`src/rtl/wcrc_pkg.sv`:
```
// Shared defaults and FSM state encoding for the weight/CRC packer.
package wcrc_pkg;

  localparam int unsigned M_DEF  = 8;
  localparam int unsigned N_DEF  = 16;
  localparam int unsigned CL_DEF = 8;
  localparam logic [7:0]  POLY_DEF = 8'h07;

  typedef enum logic [1:0] {
    IDLE  = 2'd0,
    SHIFT = 2'd1,
    STORE = 2'd2,
    FULL  = 2'd3
  } state_t;

endpackage

```
`src/rtl/wcrc_packer_crc_serial.sv`:
```
// Bit-serial CRC register, MSB-first, one input bit per enabled cycle.
module crc_serial
  import wcrc_pkg::*;
#(
  parameter int unsigned      cl   = CL_DEF,
  parameter logic [cl-1:0]    POLY = POLY_DEF
) (
  input  logic          clk,
  input  logic          rst,
  input  logic          clr,
  input  logic          en,
  input  logic          bit_in,
  output logic [cl-1:0] crc
);

  logic fb;

  always_comb begin
    fb = crc[cl-1] ^ bit_in;
  end

  always_ff @(posedge clk) begin
    if (rst || clr) begin
      crc <= '0;
    end else if (en) begin
      crc <= {crc[cl-2:0], 1'b0} ^ (POLY & {cl{fb}});
    end
  end

endmodule

```
`src/rtl/wcrc_packer.sv`:
```
// Packs M weights, each followed by its serial CRC, into one wide bus.
// Optional build macro WCRC_FAULT_INJECT_EN adds inj_en/inj_mask CRC corruption ports.
module wcrc_packer
  import wcrc_pkg::*;
#(
  parameter int unsigned   M    = M_DEF,
  parameter int unsigned   n    = N_DEF,
  parameter int unsigned   cl   = CL_DEF,
  parameter logic [cl-1:0] POLY = POLY_DEF
) (
  input  logic                      clk,
  input  logic                      rst,
  input  logic                      w_valid,
  input  logic [n-1:0]              w_data,
  output logic                      w_ready,
  output logic                      wcrc_valid,
  input  logic                      wcrc_ready,
  output logic [M*(n+cl)-1:0]       wcrc,
`ifdef WCRC_FAULT_INJECT_EN
  input  logic                      inj_en,
  input  logic [cl-1:0]             inj_mask,
`endif
  output logic [$clog2(M):0]        slot
);

  localparam int unsigned W  = n + cl;
  localparam int unsigned SW = $clog2(M) + 1;
  localparam int unsigned CW = $clog2(n + 1);

  state_t          state, state_nxt;
  logic [n-1:0]    wreg;
  logic [n-1:0]    sreg;
  logic [CW-1:0]   cnt;
  logic [cl-1:0]   crc;
  logic [cl-1:0]   crc_store;
  logic [W-1:0]    word;
  logic            accept;
  logic            last_bit;
  logic            shift_en;
`ifdef WCRC_FAULT_INJECT_EN
  logic [cl-1:0]   mask;
`endif

  crc_serial #(
    .cl   (cl),
    .POLY (POLY)
  ) u_crc (
    .clk    (clk),
    .rst    (rst),
    .clr    (accept),
    .en     (shift_en),
    .bit_in (sreg[n-1]),
    .crc    (crc)
  );

  always_ff @(posedge clk) begin
    if (rst) begin
      state <= IDLE;
    end else begin
      state <= state_nxt;
    end
  end

  always_comb begin
    state_nxt = state;
    unique case (state)
      IDLE:  if (w_valid)    state_nxt = SHIFT;
      SHIFT: if (last_bit)   state_nxt = STORE;
      STORE: state_nxt = (slot == SW'(M - 1)) ? FULL : IDLE;
      FULL:  if (wcrc_ready) state_nxt = IDLE;
      default: state_nxt = IDLE;
    endcase
  end

  always_comb begin
    w_ready    = (state == IDLE);
    wcrc_valid = (state == FULL);
    shift_en   = (state == SHIFT);
    accept     = (state == IDLE) && w_valid;
    last_bit   = (cnt == CW'(n - 1));
`ifdef WCRC_FAULT_INJECT_EN
    crc_store  = crc ^ mask;
`else
    crc_store  = crc;
`endif
    word       = {wreg, crc_store};
  end

  // sreg feeds the CRC MSB-first while wreg keeps the original weight for STORE.
  always_ff @(posedge clk) begin
    if (rst) begin
      wreg <= '0;
      sreg <= '0;
      cnt  <= '0;
      slot <= '0;
      wcrc <= '0;
`ifdef WCRC_FAULT_INJECT_EN
      mask <= '0;
`endif
    end else begin
      unique case (state)
        IDLE: begin
          if (w_valid) begin
            wreg <= w_data;
            sreg <= w_data;
            cnt  <= '0;
`ifdef WCRC_FAULT_INJECT_EN
            mask <= inj_en ? inj_mask : '0;
`endif
          end
        end
        SHIFT: begin
          sreg <= {sreg[n-2:0], 1'b0};
          cnt  <= cnt + CW'(1);
        end
        STORE: begin
          for (int unsigned i = 0; i < M; i++) begin
            if (slot == SW'(i)) wcrc[i*W +: W] <= word;
          end
          slot <= slot + SW'(1);
        end
        FULL: begin
          if (wcrc_ready) slot <= '0;
        end
        default: ;
      endcase
    end
  end

endmodule

```
`config.mk`:
```
export PLATFORM = sky130hd
export DESIGN_NAME = wcrc_packer
export DESIGN_NICKNAME = d
export VERILOG_FILES = /design/src/rtl/wcrc_pkg.sv /design/src/rtl/wcrc_packer_crc_serial.sv /design/src/rtl/wcrc_packer.sv
export SDC_FILE = /design/constraint.sdc
export NUM_CORES = 1
export LEC_CHECK = 0
export ABC_AREA = 1
export CAP_MARGIN = 10
export CORE_MARGIN = 1.5
export CORE_UTILIZATION = 53
export CTS_CLUSTER_SIZE = 24
export DETAILED_ROUTE_END_ITERATION = 7
export PLACE_DENSITY = 0.85
export SLEW_MARGIN = 20
export SYNTH_ARGS = -nofsm -noshare
export SYNTH_HDL_FRONTEND = slang
export SYNTH_SLANG_ARGS = --single-unit
```
`constraint.sdc`:
```
create_clock -name clk -period 2.95 [get_ports clk]
set_input_delay 0.4425 -clock clk [delete_from_list [all_inputs] [get_ports clk]]
set_output_delay 0.4425 -clock clk [all_outputs]
set_load 0.01 [all_outputs]
```
==> key figures <==
Drt
  – Post-DR vias/cell: between 5 and 6
  – # DRC: 0
  – TritonRoute pass-1 iters: 5
  – Initial drt markers: 730
  – DRT antenna net count: 0
  – Final wirelength: 25620 um
  – Vias: around 8300
  – Drt wl/cell: 16.35 um

Timing
  – Setup violators final: 0
  – Max-slew violations: 0
  – Relative slew slack: 0.4447
  – Post-layout worst setup margin: slightly below 0.7 ns
  – Fin crit period: around 2.3 ns
  – Fin. Hold Viols: 0
  – Worst-case clock skew: 0.01130 ns
  – Worst hold slack: between 0.4 and 0.5 ns
  – Unrepaired setup endpoints after global routing: false
  – Final period util: 0.7660
  – Least-Margin Pin Slew: 0.8329 ns
  – FMAX: 442.5 MHz
  – Setup TNS: 0 ns

Power and ir drop
  – Power density cells: 648.2 nW/um^2
  – Peak supply drop: around 0.43 mV
  – Leak: between 0.004 and 0.005 uW
  – PnR Total Power: 7634 uW

Setup path
  – CP startpoint: state[0]
  – CP Launch Type: flip-flop
  – CP arrival: 1.82 ns
  – Crit Path Category: reg2out
  – Worst r2r src: slot[2]
  – Required @ worst endpoint: 2.51 ns
  – CP endpoint kind: primary output
  – Worst-path fanout max: 7

Synth
  – Register area share after synthesis: 0.5432
  – Post-Synth Simple-Gate Area: 0.2594
  – Netlist Area Pre-Place: ~9000 sq um
  – Largest family of logic cells by synthesized area: simple AND/OR/NAND/NOR gates
  – Post-Synth XOR/XNOR Area: 0
  – Post-Synth Adder-Cell Area: 0.008382
  – Library cells used by synthesis: 27
  – Mux cell area share after synthesis: 0
  – Synth Area in Compound Gates: 0.1227
  – Register bit total from synthesis: around 240
  – Yosys warns: 0
  – Synthesized area per cell: around 7.6 sq um
  – Synthesized Nets: roughly 1200
  – Mapped Cells: 1173

Place
  – Port bufs: between 200 and 250
  – Pre-CTS setup slack: around 0.9 ns
  – Placed cells: 1525
  – Hpwl dp: between 15000 and 20000 um
  – Routability cong.: 0.8812

Clocking
  – Htree depth: 1
  – Clk slew on worst S/H paths: approximately 0.06 ns
  – Setup bufs post-CTS: 0
  – CTS tree: done
  – Post-CTS Resized: 0
  – Worst-case clock buffer depth: 3
  – Cts bufs inserted: 25
  – Clk Latency, worst-skew pair: just over 0.5 ns
  – Root buf cell: clkbuf_16
  – Number of buffers inserted by hold repair at cts: 0
  – CTS Sinks: between 200 and 250

Layout
  – Area delta synth->final: 31.50%
  – Non-filler cells, final: 1567
  – N_diodes: 0
  – Layout cells sized above 1: 0.05197
  – Nets: roughly 1400

Floorplanning
  – Row count: 47
  – Die Span X: between 100 and 150 um
  – Die height: 133.0 um
  – Placeable Area: between 15000 and 20000 sq um
  – Die ar.: 17690 sq um
  – Num ports: between 200 and 250
  – Starting Density: 0.5420

Global routing
  – Number of global-route vias before repair: 7428
  – Antenna violations before repair: 1
  – Largest net degree at the start of global routing: around 130
  – First-pass GRT wire length: 39210 um
  – GR Overflow Total: 0
  – Total GRT Usage: 0.2784

Hold path
  – Worst min-delay path startpoint: cnt[4]
  – Hold Crit Class: reg2reg

Status
  – Status: finished clean

Flow run
  – # Max-Cap Violations: 0
## flip-flops by register name, indices dropped and copies added (netlist names)
register and cells:
state 2, u_crc.crc 8, cnt 5, sreg 16, wreg 16, slot 4, wcrc 192
## layout by cell type, fill, tap and decap left out, types with 2 or more instances in the layout
master	n
clkbuf_8	6
nand2_1	146
o21ai_1	21
inv_1	21
ha_1	6
nand3_2	6
o21ai_0	178
dfxtp_1	243
nor3_1	25
nand3_1	28
clkbuf_1	5
nor2_1	368
clkinv_2	7
nor2_2	3
a21oi_1	17
buf_12	2
inv_2	9
clkbuf_16	25
clkdlybuf4s50_1	217
buf_4	4
## final timing paths
check             slack (ns)  depth (start not counted)          to
hold / removal          0.47                          2      cnt[4]
setup reg to reg        0.93                          6   wcrc[152]
setup / recovery        0.69                          3  wcrc_valid
hold reg to reg         0.47                          2      cnt[4]
## per-stage QoR
| stage | cell area [sq um] | util |
|---|---|---|
| 2_1_floorplan | 8956 | - |
| 3_3_place_gp | 11010 | 0.6665 |
| 3_5_place_dp | 11010 | 0.6665 |
| 4_1_cts | 11780 | 0.7127 |
| 5_1_grt | 11780 | 0.7127 |
| 6_report | 11780 | 0.7127 |
## synth_stat cells
cell	count	area share
ha_1	6	0.0084
a21oi_1	17	0.0095
nand2_2	1	0.00070
nand2_1	146	0.061
buf_6	12	0.015
or2_2	1	0.00070
nor3_1	25	0.014
clkbuf_1	47	0.020
nand3_1	28	0.016
inv_1	22	0.0092
nand3_2	6	0.0067
nor2_4	1	0.0013
o21ai_2	1	0.00098
o21ai_0	178	0.099
buf_4	3	0.0025
clkinv_2	3	0.0017
buf_1	13	0.0054
nor2_1	368	0.15
clkbuf_2	6	0.0034
nor2_2	3	0.0021
o21ai_1	21	0.012
buf_2	10	0.0056
nand4_1	1	0.00070
o22a_1	1	0.00098
nor2_8	1	0.0022
dfxtp_1	243	0.54
inv_2	9	0.0038
## critical path, stage by stage (launching register included)
cell             delay [ns]
dfxtp_1                0.58
nand2_1                0.09
inv_1                  0.08
clkdlybuf4s50_1        0.56
## where the power goes
group	total [uW]	internal (uW)	switching [uW]
logic	962	400	562
registers	3720	3470	251
clock network	2950	1700	1250
## metal layers
metal  share of wire  track usage  up-vias
met5         0.00051            0        -
met4           0.041       0.1227        2
met3           0.079      0.04330       82
met2            0.46       0.4499      365
met1            0.42       0.3703     3792
li1                -            -     4052
## kinds of logic after synthesis
family                     Yosys count
DFF                                243
adders and majority gates            6
AOI/OAI and AO/OA                  218
and+or+nand+nor                    581
buffers and inverters              125
## cell type report
class	count	area (sq um)
flip-flops and latches	243	4865
inverters	34	133.9
well taps	220	275.3
fillers	1285	4747
clock buffers	36	726.9
multi-input cells	805	3497
repair buffers	223	2242
clock inverters	6	37.54
Power figures use the tool's default switching activity.
